===== config.mk =====
export PLATFORM = sky130hd
export DESIGN_NAME = ghost_ctrl
export DESIGN_NICKNAME = d
export VERILOG_FILES = /design/src/rtl/pacman_pkg.sv /design/src/rtl/ghost_dir_select.sv /design/src/rtl/ghost_ctrl.sv
export SDC_FILE = /design/constraint.sdc
export NUM_CORES = 1
export LEC_CHECK = 0
export CORE_AREA = 2 2 153 117
export CTS_BUF_LIST = sky130_fd_sc_hd__clkbuf_4
export CTS_CLUSTER_DIAMETER = 100
export CTS_CLUSTER_SIZE = 28
export DETAILED_ROUTE_END_ITERATION = 7
export DIE_AREA = 0 0 155 119
export GPL_ROUTABILITY_DRIVEN = 0
export HOLD_SLACK_MARGIN = 0.12
export PLACE_DENSITY = 0.42
export SLEW_MARGIN = 40
export SYNTH_ARGS = -nofsm -noshare
export SYNTH_HDL_FRONTEND = slang
export SYNTH_SLANG_ARGS = --single-unit

===== constraint.sdc =====
create_clock -name frame_clk -period 5.3 [get_ports frame_clk]
set_input_delay 1.06 -clock frame_clk [delete_from_list [all_inputs] [get_ports frame_clk]]
set_output_delay 1.06 -clock frame_clk [all_outputs]
set_load 0.05 [all_outputs]

===== src/rtl/pacman_pkg.sv =====
// pacman_pkg: shared direction codes, ghost modes and maze geometry
package pacman_pkg;
  typedef enum logic [7:0] {
    DIR_STOP  = 8'h00,
    DIR_LEFT  = 8'h04,
    DIR_RIGHT = 8'h07,
    DIR_DOWN  = 8'h16,
    DIR_UP    = 8'h1A
  } dir_t;
  typedef enum logic [1:0] {MODE_IDLE, MODE_SCATTER, MODE_CHASE, MODE_FRIGHT} ghost_mode_t;
  localparam logic [9:0] X_MIN = 10'd7;
  localparam logic [9:0] X_MAX = 10'd396;
  localparam logic [9:0] Y_MIN = 10'd7;
  localparam logic [9:0] Y_MAX = 10'd440;
  localparam logic [9:0] GHOST_SIZE = 10'd10;
  localparam int TILE_LOG2 = 3;
  function automatic dir_t reverse_dir(dir_t d);
    return d == DIR_LEFT ? DIR_RIGHT : d == DIR_RIGHT ? DIR_LEFT :
           d == DIR_UP ? DIR_DOWN : d == DIR_DOWN ? DIR_UP : DIR_STOP;
  endfunction
endpackage


===== src/rtl/ghost_dir_select.sv =====
// ghost_dir_select: combinational choice of the next legal ghost direction
module ghost_dir_select import pacman_pkg::*; (
  input  logic [9:0] ghost_x,
  input  logic [9:0] ghost_y,
  input  logic [9:0] target_x,
  input  logic [9:0] target_y,
  input  dir_t       cur_dir,
  input  logic       fright,
  input  logic [1:0] rnd,
  output dir_t       next_dir
);
  function automatic dir_t scan_dir(logic [1:0] i);
    return i == 2'd0 ? DIR_UP : i == 2'd1 ? DIR_LEFT : i == 2'd2 ? DIR_DOWN : DIR_RIGHT;
  endfunction
  function automatic logic [1:0] scan_idx(dir_t d);
    return d == DIR_UP ? 2'd0 : d == DIR_LEFT ? 2'd1 : d == DIR_DOWN ? 2'd2 : 2'd3;
  endfunction
  function automatic logic legal(dir_t d, logic [3:0] open, dir_t cur);
    return d != reverse_dir(cur) && open[scan_idx(d)];
  endfunction
  logic [3:0] open_dir;
  logic signed [10:0] dx, dy;
  logic [10:0] adx, ady;
  dir_t prim, sec, cand;
  // bits follow the scan order {right, down, left, up}
  assign open_dir = {ghost_x < X_MAX - GHOST_SIZE, ghost_y < Y_MAX - GHOST_SIZE,
                     ghost_x > X_MIN + GHOST_SIZE, ghost_y > Y_MIN + GHOST_SIZE};
  assign dx = $signed({1'b0, target_x}) - $signed({1'b0, ghost_x});
  assign dy = $signed({1'b0, target_y}) - $signed({1'b0, ghost_y});
  assign adx = dx[10] ? 11'(-dx) : 11'(dx);
  assign ady = dy[10] ? 11'(-dy) : 11'(dy);
  assign prim = adx >= ady ? (dx[10] ? DIR_LEFT : DIR_RIGHT) : (dy[10] ? DIR_UP : DIR_DOWN);
  assign sec = adx >= ady ? (dy[10] ? DIR_UP : DIR_DOWN) : (dx[10] ? DIR_LEFT : DIR_RIGHT);
  // later assignments win, so entries are visited from lowest to highest priority
  always_comb begin
    next_dir = reverse_dir(cur_dir);
    cand = DIR_STOP;
    for (int i = 3; i >= 0; i--) begin
      cand = scan_dir(fright ? rnd + 2'(i) : 2'(i));
      if (legal(cand, open_dir, cur_dir)) next_dir = cand;
    end
    if (!fright && legal(sec, open_dir, cur_dir)) next_dir = sec;
    if (!fright && legal(prim, open_dir, cur_dir)) next_dir = prim;
  end
endmodule


===== src/rtl/ghost_ctrl.sv =====
// ghost_ctrl: ghost mode sequencer and per-frame direction scheduler
module ghost_ctrl import pacman_pkg::*; #(
  parameter int         SCATTER_FRAMES = 420,
  parameter int         CHASE_FRAMES   = 1200,
  parameter int         FRIGHT_FRAMES  = 360,
  parameter logic [9:0] CORNER_X       = 10'd396,
  parameter logic [9:0] CORNER_Y       = 10'd7
) (
  input  logic       frame_clk,
  input  logic       Reset,
  input  logic       start,
  input  logic       power_pellet,
  input  logic [9:0] pacX,
  input  logic [9:0] pacY,
  input  logic [9:0] ghostX,
  input  logic [9:0] ghostY,
  output logic [7:0] dir_code,
  output logic [1:0] mode,
  output logic       fright_active
);
  localparam logic [15:0] SC_LOAD = 16'(SCATTER_FRAMES - 1);
  localparam logic [15:0] CH_LOAD = 16'(CHASE_FRAMES - 1);
  localparam logic [15:0] FR_LOAD = 16'(FRIGHT_FRAMES - 1);
  ghost_mode_t mode_r, mode_n;
  dir_t dir_r, dir_n, sel_dir;
  logic [15:0] timer, timer_n;
  logic rev_pend, rev_n, mode_chg, at_tile;
  logic [7:0] lfsr;
  assign mode = mode_r;
  assign dir_code = dir_r;
  assign at_tile = ghostX[TILE_LOG2-1:0] == '0 && ghostY[TILE_LOG2-1:0] == '0;
  ghost_dir_select u_sel (
    .ghost_x  (ghostX),
    .ghost_y  (ghostY),
    .target_x (mode_r == MODE_SCATTER ? CORNER_X : pacX),
    .target_y (mode_r == MODE_SCATTER ? CORNER_Y : pacY),
    .cur_dir  (dir_r),
    .fright   (mode_r == MODE_FRIGHT),
    .rnd      (lfsr[1:0]),
    .next_dir (sel_dir)
  );
  always_comb begin
    mode_n = mode_r;
    timer_n = timer - 16'd1;
    mode_chg = 1'b0;
    if (mode_r == MODE_IDLE) begin
      timer_n = start ? SC_LOAD : timer;
      mode_n = start ? MODE_SCATTER : MODE_IDLE;
    end else if (power_pellet) begin
      mode_n = MODE_FRIGHT;
      timer_n = FR_LOAD;
      mode_chg = mode_r != MODE_FRIGHT;
    end else if (timer == '0) begin
      mode_n = mode_r == MODE_CHASE ? MODE_SCATTER : MODE_CHASE;
      timer_n = mode_r == MODE_CHASE ? SC_LOAD : CH_LOAD;
      mode_chg = mode_r != MODE_FRIGHT;
    end
    dir_n = dir_r;
    rev_n = rev_pend;
    if (mode_r == MODE_IDLE) dir_n = start ? DIR_LEFT : DIR_STOP;
    else if (at_tile) begin
      dir_n = rev_pend ? reverse_dir(dir_r) : sel_dir;
      rev_n = 1'b0;
    end
    if (mode_chg) rev_n = 1'b1;
  end
  always_ff @(posedge frame_clk) begin
    if (Reset) begin
      mode_r <= MODE_IDLE;
      dir_r <= DIR_STOP;
      timer <= '0;
      rev_pend <= 1'b0;
      fright_active <= 1'b0;
      lfsr <= 8'hA5;
    end else begin
      mode_r <= mode_n;
      dir_r <= dir_n;
      timer <= timer_n;
      rev_pend <= rev_n;
      fright_active <= mode_n == MODE_FRIGHT;
      lfsr <= {lfsr[6:0], lfsr[7] ^ lfsr[5] ^ lfsr[4] ^ lfsr[3]};
    end
  end
endmodule


**Word level (Yosys, flattened, before mapping)**

Index checks and enable logic that the tools add are counted.

- $add $sub $neg: 8
- $lt $le $gt $ge: 11
- Eq/ne operators: 43
- Multiplexer cells: 84
- Bitwise gates (word level): 3
- Reductions and logical operators: 21

Operators with widths:

| kind | number |
|---|---|
| two-way mux 8 bit | 22 |
| == test 8 x 5 -> 1 bit, second input constant | 14 |
| == test 8 x 3 -> 1 bit, second input constant | 8 |
| two-way mux 16 bit | 4 |
| inequality test 8 bit | 6 |
| two-way mux 2 bit | 21 |
| two-way mux 11 bit | 3 |
| two-way mux 5 bit | 5 |
| negator 11 bit | 2 |
| subtractor 10 x 10 -> 11 bit | 2 |
| greater-than comparator 10 x 5 -> 1 bit, second input constant | 2 |
| < comparator 10 x 9 -> 1 bit, second input constant | 2 |
| two-way mux 10 bit | 2 |
| two-way mux 1 bit | 19 |
| < comparator 2 x 3 -> 1 bit, second input constant | 6 |
| logical NOT 16 bit | 1 |
| subtractor 16 x 1 -> 16 bit, second input constant | 1 |
| == test 2 bit, second input constant | 7 |
| binary-select mux 1 bit (select 2 bit) | 6 |
| >= comparator 11 bit | 1 |
| == test 2 x 1 -> 1 bit, second input constant | 5 |
| logical NOT 2 bit | 5 |
| logical AND 1 bit | 9 |
| logical NOT 3 bit | 2 |
| other kinds (9) | 15 |

- Register bits after elaboration: 36
- Input port bits: 44
- Output and inout port bits: 11

**Longest topological paths before layout**

Gate-level depths: netlist of run 1.

- Depth in word-level cells: 22
- Mapped depth: 23
- Depth with buffers taken out: 22

**Modules after synthesis**

A second synthesis of run 1 with hierarchy kept.

- Cell total of the unflattened synthesis: 574
- Area, all modules: 4216.5 sq um

By module, submodules not included:

| module | times used | cells an instance | area an instance (sq um) | seq. area each (sq um) |
|---|---|---|---|---|
| ghost_dir_select | 1 | 329 | 2289.7 | 0.0 |
| ghost_ctrl | 1 | 245 | 1926.8 | 720.7 |

**Worst setup path after synthesis of run 1**

OpenSTA, ideal clock, no wires.

- Path kind: register -> register
- Start: register mode_r[0], in the netlist mode[0]
- End: register dir_r[1], in the netlist dir_code[1]
- Data arrival time: 5065 ps
- Path slack: 143 ps
- Cell stages (with the launch flop): 23
- Path buffers: 2
- Clock period less this slack: 5157 ps
- Cells stage by stage: dfxtp_1 -> clkbuf_1 -> nor2b_1 -> clkbuf_1 -> nor2_1 -> ha_1 -> fa_1 -> nor2b_1 -> o31a_1 -> a21oi_1 -> or2_2 -> or3_1 -> o31ai_1 -> xnor2_1 -> ha_1 -> or4_1 -> o2111ai_1 -> o21a_1 -> o31a_1 -> or3_1 -> nand3_1 -> a211o_1 -> o32ai_1

- Cells in the longest elaborated chain, start to end: 22
- Elaborated cells between the ends (all ways): 117
- Those cells by class: add/sub (4); order compare (1); eq/ne (34); mux (63); reduce/logical (15)

Ends and longest elaborated chain:

| item | line | RTL |
|---|---|---|
| from (decl) | ghost_ctrl.sv:24 | `ghost_mode_t mode_r, mode_n;` |
| from (signal assigned) | ghost_ctrl.sv:76 | `mode_r <= mode_n;` |
| branches (longest 22 deep; another with subtractor 10 x 10 -> 11 bit) | n/a |  |
| to (signal assigned) | ghost_ctrl.sv:77 | `dir_r <= dir_n;` |
| to (decl) | ghost_ctrl.sv:25 | `dir_t dir_r, dir_n, sel_dir;` |

Several ways; the timed one is not identified. The select of a mux whose other input is x is not followed.
A chain may end at the register's enable or synchronous reset.

**Worst setup path in the final report of run 1**

- Start: input pacY[1]
- End: register dir_r[1], in the netlist dir_code[1]

- Cells in the longest elaborated chain, start to end: 19
- Elaborated cells between the ends (all ways): 35
- Those cells by class: add/sub (2); order compare (1); eq/ne (8); mux (20); reduce/logical (4)

Ends and longest elaborated chain:

| item | line | RTL |
|---|---|---|
| from (decl) | ghost_ctrl.sv:14 | `input logic [9:0] pacY,` |
| two-way mux 10 bit (*) | ghost_ctrl.sv:36 | `.target_y (mode_r == MODE_SCATTER ? CORNER_Y : pacY),` |
| subtractor 10 x 10 -> 11 bit (*) | ghost_dir_select.sv:29 | `assign dy = $signed({1'b0, target_y}) - $signed({1'b0, ghost_y});` |
| negator 11 bit | ghost_dir_select.sv:31 | `assign ady = dy[10] ? 11'(-dy) : 11'(dy);` |
| two-way mux 11 bit | ghost_dir_select.sv:31 |  |
| >= comparator 11 bit | ghost_dir_select.sv:32, ghost_dir_select.sv:33 |  |
| two-way mux 8 bit | ghost_dir_select.sv:33 | `assign sec = adx >= ady ? (dy[10] ? DIR_UP : DIR_DOWN) : (dx[10] ? DIR_LEFT : DIR_RIGHT);` |
| == test 8 x 5 -> 1 bit | ghost_dir_select.sv:16 | `return d == DIR_UP ? 2'd0 : d == DIR_LEFT ? 2'd1 : d == DIR_DOWN ? 2'd2 : 2'd3;` |
| two-way mux 1 bit | ghost_dir_select.sv:16 |  |
| (+3 left out) | n/a |  |
| two-way mux 1 bit (implied by the code) | ghost_dir_select.sv:19 | `return d != reverse_dir(cur) && open[scan_idx(d)];` |
| logical AND 1 bit | ghost_dir_select.sv:19 |  |
| logical AND 1 bit | ghost_dir_select.sv:42 | `if (!fright && legal(sec, open_dir, cur_dir)) next_dir = sec;` |
| two-way mux 8 bit | ghost_dir_select.sv:42 |  |
| two-way mux 8 bit (*) | ghost_dir_select.sv:43 | `if (!fright && legal(prim, open_dir, cur_dir)) next_dir = prim;` |
| two-way mux 8 bit (*) | ghost_ctrl.sv:62 | `dir_n = rev_pend ? reverse_dir(dir_r) : sel_dir;` |
| two-way mux 8 bit (*) | ghost_ctrl.sv:61 | `else if (at_tile) begin` |
| two-way mux 8 bit (*) | ghost_ctrl.sv:60 | `if (mode_r == MODE_IDLE) dir_n = start ? DIR_LEFT : DIR_STOP;` |

Every way passes the cells marked *; elsewhere a longest branch is shown, timed or not. The select of a mux whose other input is x is not followed.

==> results of run 1 <==
-- metal layers --
metal | routed length, um | global-route usage [%] | up-vias
li1 | - | - | 2305
met1 | 6640 | 21.0 | 2075
met2 | 5700 | 21.0 | 124
met3 | 724 | 2.29 | 4
met4 | 28 | 1.56 | 0
met5 | 0 | 0 | -
-- power groups by stage --
stage | Combinational (mW) | Sequential [mW] | Clock, mW
finish | 0.961 | 0.301 | 0.142
global route | 1.07 | 0.305 | 0.159
CTS | 0.922 | 0.300 | 0.151
detailed placement | 0.914 | 0.305 | 0
global placement | 0.903 | 0.306 | 0
floorplan | 0.606 | 0.304 | 0
-- cell type report --
| type | count | area share, % |
|---|---|---|
| clock buffer | 5 | 0.691 |
| clock inverter | 3 | 0.323 |
| inverter | 38 | 2.63 |
| multi-input combinational | 488 | 62.3 |
| sequential | 33 | 12.2 |
| tap | 220 | 5.07 |
| timing repair buffer | 105 | 16.9 |
-- stage by stage --
step / util [%] / area [um2] / hold slack (ns) / setup TNS [ns] / power [mW]
final: 31.6 / 5430 / 0.421 / 0 / 1.40
after global placement: 30.6 / 5270 / 0.394 / -0.663 / 1.21
after CTS: 31.0 / 5320 / 0.424 / 0 / 1.37
after global routing: 31.6 / 5430 / 0.446 / -0.0330 / 1.53
after floorplan: - / 4180 / 0.389 / 0 / 0.910
after detailed placement: 30.7 / 5270 / 0.397 / -1.05 / 1.22
-- state kept, by name, indices dropped and copies added, names as in the netlist --
register / count
mode: 2
lfsr: 8
rev_pend: 1
dir_code: 5
fright_active: 1
timer: 16
-- worst paths after layout --
kind                            slack, ns          startpoint  cells past startpoint                       end
worst max-delay path                 0.15             pacY[1]                     21  dir_code[1]$_SDFFE_PP0P_
worst min-delay path                 0.42  lfsr[6]$_SDFF_PP0_                      1        lfsr[7]$_SDFF_PP1_
worst max register to register       0.47  mode[0]$_SDFF_PP0_                     22  dir_code[1]$_SDFFE_PP0P_
worst min register to register       0.42  lfsr[6]$_SDFF_PP0_                      1        lfsr[7]$_SDFF_PP1_
-- cell families after synthesis --
| family | share of synthesized area, % |
|---|---|
| simple gates | 29.1 |
| compound gates | 27.3 |
| buf+inv | 5.97 |
| xor+xnor | 7.98 |
| fa+ha+maj | 11.5 |
| flops | 15.8 |
| mux | 2.28 |
| other cells | 0.0899 |
-- cells in the final DEF, fill, tap and decap left out, types with 6 or more instances in the layout --
cell / count
buf_4: 54
a211oi_1: 9
o21a_1: 6
nor2_1: 53
nor3_1: 27
o21ai_0: 31
nand3_1: 16
o31ai_1: 8
xnor2_1: 21
a21o_1: 8
or3_1: 10
ha_1: 34
dfxtp_1: 33
nand2_1: 44
o22ai_1: 6
inv_1: 38
or2_2: 14
xor2_1: 14
clkdlybuf4s50_1: 51
nor2b_1: 23
a21oi_1: 39
-- cells in the mapped netlist, types with 4 or more instances --
cell type	number	area share, %
nor2_1	55	4.9
nand2_1	44	4.0
a21oi_1	39	4.7
inv_1	38	3.4
ha_1	35	10
dfxtp_1	33	16
o21ai_0	33	4.0
nor3_1	27	3.2
nor2b_1	24	3.6
xnor2_1	24	5.0
clkbuf_1	19	1.7
nand3_1	16	1.9
or2_2	14	2.1
xor2_1	14	2.9
or3_1	12	1.8
a211oi_1	11	2.0
o31ai_1	9	1.6
a21o_1	8	1.4
nor4_1	6	0.90
o21a_1	6	1.1
o22ai_1	6	0.90
a311oi_1	5	1.0
and3_1	5	0.75
mux2i_1	5	1.2
nand2b_1	5	0.75
o211ai_1	5	0.90
a211o_1	4	0.84
a31oi_1	4	0.60
and2_1	4	0.60
mux2_2	4	1.1
nand3b_1	4	0.72
-- worst max-delay path: cells and delay by family --
family / cells / cell delay [ns]
AO/OA/AOI/OAI: 7 / 1.33
XOR/XNOR: 2 / 0.31
adder cells (fa/ha/maj): 2 / 0.49
buffers and inverters: 2 / 0.55
AND/OR/NAND/NOR: 8 / 1.67
==> out/metrics.yaml, run 1 <==
routedWlPerCell_um: 14.7
synth_edf_count: 0
p_clk_share_pct: 10.1
cts_setup_buffers: 0
cp_data_arrival_time_ns: 5.40
num-fill-cells: 1852
cp_cell_sequence: "clkdlybuf4s50_1 > or2_2 > ha_1 > nor2b_1 > o21ai_1 > nand2b_1 > a311oi_2 > xnor2_2 > nor4_2 > buf_4 > nor2_1 > xnor2_1 > ha_1 > or4_1 > o2111ai_2 > o21a_1 > o31a_1 > or3_4 > nand3_1 > a211o_1 > o32ai_1"
max_stage_delay_ns: 0.55
drt_first_iter_violations: 337
first_global_vias: 4269
fin_crit_sh_pct: 97.1
stdcell_count: 892
internal_power_mw: 0.771
end_kind: "register"
grt_pass1_wl_um: 21300
hp-class: "register to register"
place_ws_ns: -0.310
vias: 4508
grt_antenna_before_repair: 0
drive_gt1_share_pct: 15.6
fin_crit_ns: 5.15
critPathLaunchType: "input port"
route.detailed.drc: 0
ys_async_sr_fraction_pct: 0
ios: 55
crit_top_cell: "ha_1"
cap_viol_max_count: 0
die_x_um: 155
power_density_nw_per_um2: 259
dp_cells: 884
seq_area_um2: 661
cts_root_buf: "clkbuf_4"
finalWirelength_um: 13100
cts_buffers: 5
cts_hold_buf: 0
die_area_um2: 18400
area_growth_pct: 30.1
power.share.sequential_pct: 21.4
port_buffers: 51
slew_viol_final: 0
syn_area_per_cell_um2: 7.17
relSlewSlack_pct: 45.6
ys_ff_latch: 33
grt_max_degree: 30
yosys_warnings: 0
drtPass1Iterations: 6
seq_area_frac_synth_pct: 15.8
status: "finished clean"
synth.distinct_cells: 73
p_leak_nw: 2.21
grt_use_total_pct: 13.9
core_area_um2: 17200
layout_setup_ws_ns: 0.153
cts_resized: 0
swShare_pct: 45.1
cts.sinks: 33
clockBufferDepth: 2
final_nets: 752
syn_inst: 582
syn_area_um2: 4170
setup_viol: 0
clock_latency_ns: 0.33
worst-setup-path-type: "input port to register"
p_comb_share_pct: 68.5
chipHeight_um: 119
start_util_pct: 24.3
fin_skew_ns: 0.00620
grt-ovfl-total: 0
fmaxAchievable_ghz: 0.194
dp_hpwl_um: 10500
drtAntennaViolNets: 0
antenna_cells: 0
worst-path-max-fanout: 4
multi_input_area_um2: 3380
switching_power_mw: 0.633
tritoncts: "yes"
final_hold_viol_count: 0
htree_levels: 2
synthFlopType: "dfxtp_1"
worst_ep_required_time_ns: 5.55
via_per_inst: 5.05
fp-row-count: 42
vdd_drop_max_v: 0.0000791
worstMarginPinSlew_ns: 0.814
clkTransAtPathRegs_ns: 0.11
cp_slowest_cell: "or4_1"
(Power assumes the default switching activity.)
==> inputs of run 2 (changes only) <==
--- a/config.mk
+++ b/config.mk
@@ -5,12 +5,13 @@
 export SDC_FILE = /design/constraint.sdc
 export NUM_CORES = 1
 export LEC_CHECK = 0
-export CORE_AREA = 2 2 153 117
+export ABC_AREA = 1
+export CORE_AREA = 2 2 152 117
 export CTS_BUF_LIST = sky130_fd_sc_hd__clkbuf_4
 export CTS_CLUSTER_DIAMETER = 100
 export CTS_CLUSTER_SIZE = 28
 export DETAILED_ROUTE_END_ITERATION = 7
-export DIE_AREA = 0 0 155 119
+export DIE_AREA = 0 0 154 119
 export GPL_ROUTABILITY_DRIVEN = 0
 export HOLD_SLACK_MARGIN = 0.12
 export PLACE_DENSITY = 0.42
==> out/metrics.yaml, run 2 <==
final_nets: 865  # +15%
worst_ep_required_time_ns: 5.57  # +0.02 ns
cts_buffers: 5  # unchanged
fin_skew_ns: 0.00634  # +0.000141 ns
grt_antenna_before_repair: 0  # unchanged
rsz0062_at_grt: "false"
htree_levels: 2  # unchanged
power_density_nw_per_um2: 270  # +4.6%
cp_slowest_cell: "clkdlybuf4s50_1"
core_area_um2: 17100  # -0.61%
slew_viol_final: 0  # unchanged
antenna_cells: 0  # unchanged
final_hold_viol_count: 0  # unchanged
tritoncts: "yes"
dp_hpwl_um: 10100  # -3.4%
drtAntennaViolNets: 0  # unchanged
ys_async_sr_fraction_pct: 0  # unchanged
fin_crit_ns: 4.87  # -0.273 ns
ys_ff_latch: 33  # unchanged
route.detailed.drc: 0  # unchanged
clockBufferDepth: 2  # unchanged
ios: 55  # unchanged
fin_util_pct: 31.2  # -0.41 points
worstMarginPinSlew_ns: 0.674  # -0.140 ns
drt_first_iter_violations: 200  # -41%
synth_area_leaders: "dfxtp_1, nand2_1, inv_1"
cts.sinks: 33  # unchanged
grt-ovfl-total: 0  # unchanged
finalPower_mw: 1.44  # +2.6%
first_global_vias: 4293  # +0.56%
via_per_inst: 4.42  # -13%
cp_top_family: "simple AND/OR/NAND/NOR gates"
cts_hold_buf: 0  # unchanged
routedWlPerCell_um: 12.1  # -18%
synth.most_common_cell: "nand2_1"
layout_common_cells: "nand2_1, inv_1, nor2_1"
fp-row-count: 42  # unchanged
hp-class: "register to register"
synthTopCellsByCount: "nand2_1, inv_1, nor2_1, a21oi_1, nand3_1"
crit_top_cell: "nand2_1"
grt_max_degree: 30  # unchanged
synth.distinct_cells: 42  # -42%
cap_viol_max_count: 0  # unchanged
clkTransAtPathRegs_ns: 0.10  # about the same
synth_top_area_cell: "dfxtp_1"
grt_use_total_pct: 13.6  # -0.29 points
chipHeight_um: 119  # unchanged
max_stage_delay_ns: 0.39  # -0.16 ns
die_x_um: 154  # -0.65%
final_common_cell: "nand2_1"
path_buf_inv: 5  # +3
syn_area_um2: 4110  # -1.6%
worst-setup-path-type: "input port to register"
cp_data_arrival_time_ns: 5.15  # -0.25 ns
port_buffers: 51  # unchanged
clock_latency_ns: 0.34  # about the same
p_leak_nw: 2.67  # +21%
end_kind: "register"
synth_top_area_share_pct: 16.1  # +0.25 points
largest-register: "timer"
yosys_warnings: 0  # unchanged
fmaxAchievable_ghz: 0.205  # +5.6%
status: "finished clean"
die_area_um2: 18300  # -0.65%
synth_edf_count: 0  # unchanged
drive_gt1_share_pct: 12.5  # -3.1 points
relSlewSlack_pct: 54.7  # +9.1 points
drtPass1Iterations: 5  # -1
seq_area_frac_synth_pct: 16.1  # +0.25 points
start_util_pct: 24.1  # -0.23 points
vdd_drop_max_v: 0.000105  # +32%
grt_pass1_wl_um: 20700  # -2.8%
finalWirelength_um: 12200  # -7.1%
tns_ns: 0  # unchanged
syn_area_per_cell_um2: 5.92  # -17%
syn_inst: 694  # +19%
cts_root_buf: "clkbuf_4"
setup_viol: 0  # unchanged
fin_crit_sh_pct: 92.0  # -5.2 points
vias: 4442  # -1.5%
synthFlopType: "dfxtp_1"
largest_register_ffs: 16  # unchanged
area_growth_pct: 29.7
worst-path-max-fanout: 4  # unchanged
critPathLaunchType: "input port"
-- run 2: worst paths after layout --
path | start | to | slack, ns | cells after the start
worst max-delay path | pacX[2] | dir_code[0]$_SDFFE_PP0P_ | 0.43 | 25
worst min-delay path | lfsr[2]$_SDFF_PP1_ | lfsr[3]$_SDFF_PP0_ | 0.42 | 2
worst max register to register | mode[0]$_SDFF_PP0_ | dir_code[0]$_SDFFE_PP0P_ | 0.64 | 28
worst min register to register | lfsr[2]$_SDFF_PP1_ | lfsr[3]$_SDFF_PP0_ | 0.42 | 2
-- run 2: stage by stage --
step                setup slack (ns)  area, um2  hold WS, ns  cells
detailed placement            -0.156       5140        0.396    996
global route                 0.00877       5330        0.437   1005
finish                         0.426       5330        0.417   1005
floorplan                      0.385       4120        0.388    696
CTS                            0.193       5190        0.422   1004
global placement              -0.145       5140        0.394    996
-- run 2: worst min-delay path, delay by kind of cell (launching register included) --
kind / cells / cell delay (ns)
buffers and inverters: 1 / 0.04
DFF: 1 / 0.31
and+or+nand+nor: 1 / 0.03
-- run 2: final cells by class --
| cell class | count | area [um2] |
|---|---|---|
| Fill cell | 1878 | 11800 |
| Multi-Input combinational cell | 525 | 3050 |
| Clock buffer | 5 | 37.5 |
| Sequential cell | 33 | 661 |
| Inverter | 130 | 492 |
| Clock inverter | 3 | 12.5 |
| Tap cell | 220 | 275 |
| Timing Repair Buffer | 89 | 796 |
-- run 2: cell families (layout without fill, tap and decap cells) --
group                    count (synthesis)  after routing  synth area share (%)
AO/OA/AOI/OAI                          104            104                  14.2
XOR/XNOR                                43             43                  9.17
adder cells (fa/ha/maj)                 37             37                  11.6
buffers and inverters                  138            227                  13.0
flip-flops                              33             33                  16.1
other                                    1              3                0.0913
AND/OR/NAND/NOR                        338            338                  35.8
-- run 2: timing repair --
item                                    4_1_cts  5_1_grt
setup buffers                                 0        1
resized for setup                             0       24
endpoints found under the setup margin        0        5
-- run 2: layer usage --
metal | part of all wire [%] | up-vias | GRT usage [%]
met2 | 40 | 73 | 20.6
met5 | 0 | - | 0
met1 | 56 | 1989 | 20.9
met4 | 0.33 | 0 | 1.40
met3 | 3.4 | 5 | 1.75
li1 | - | 2375 | -
-- run 2: report_power, final --
part           leakage [nW]  switching (mW)  total (mW)  internal, mW
Combinational          2.37           0.578        1.02         0.444
Sequential            0.272          0.0188       0.285         0.266
Clock                0.0300          0.0866       0.135        0.0479
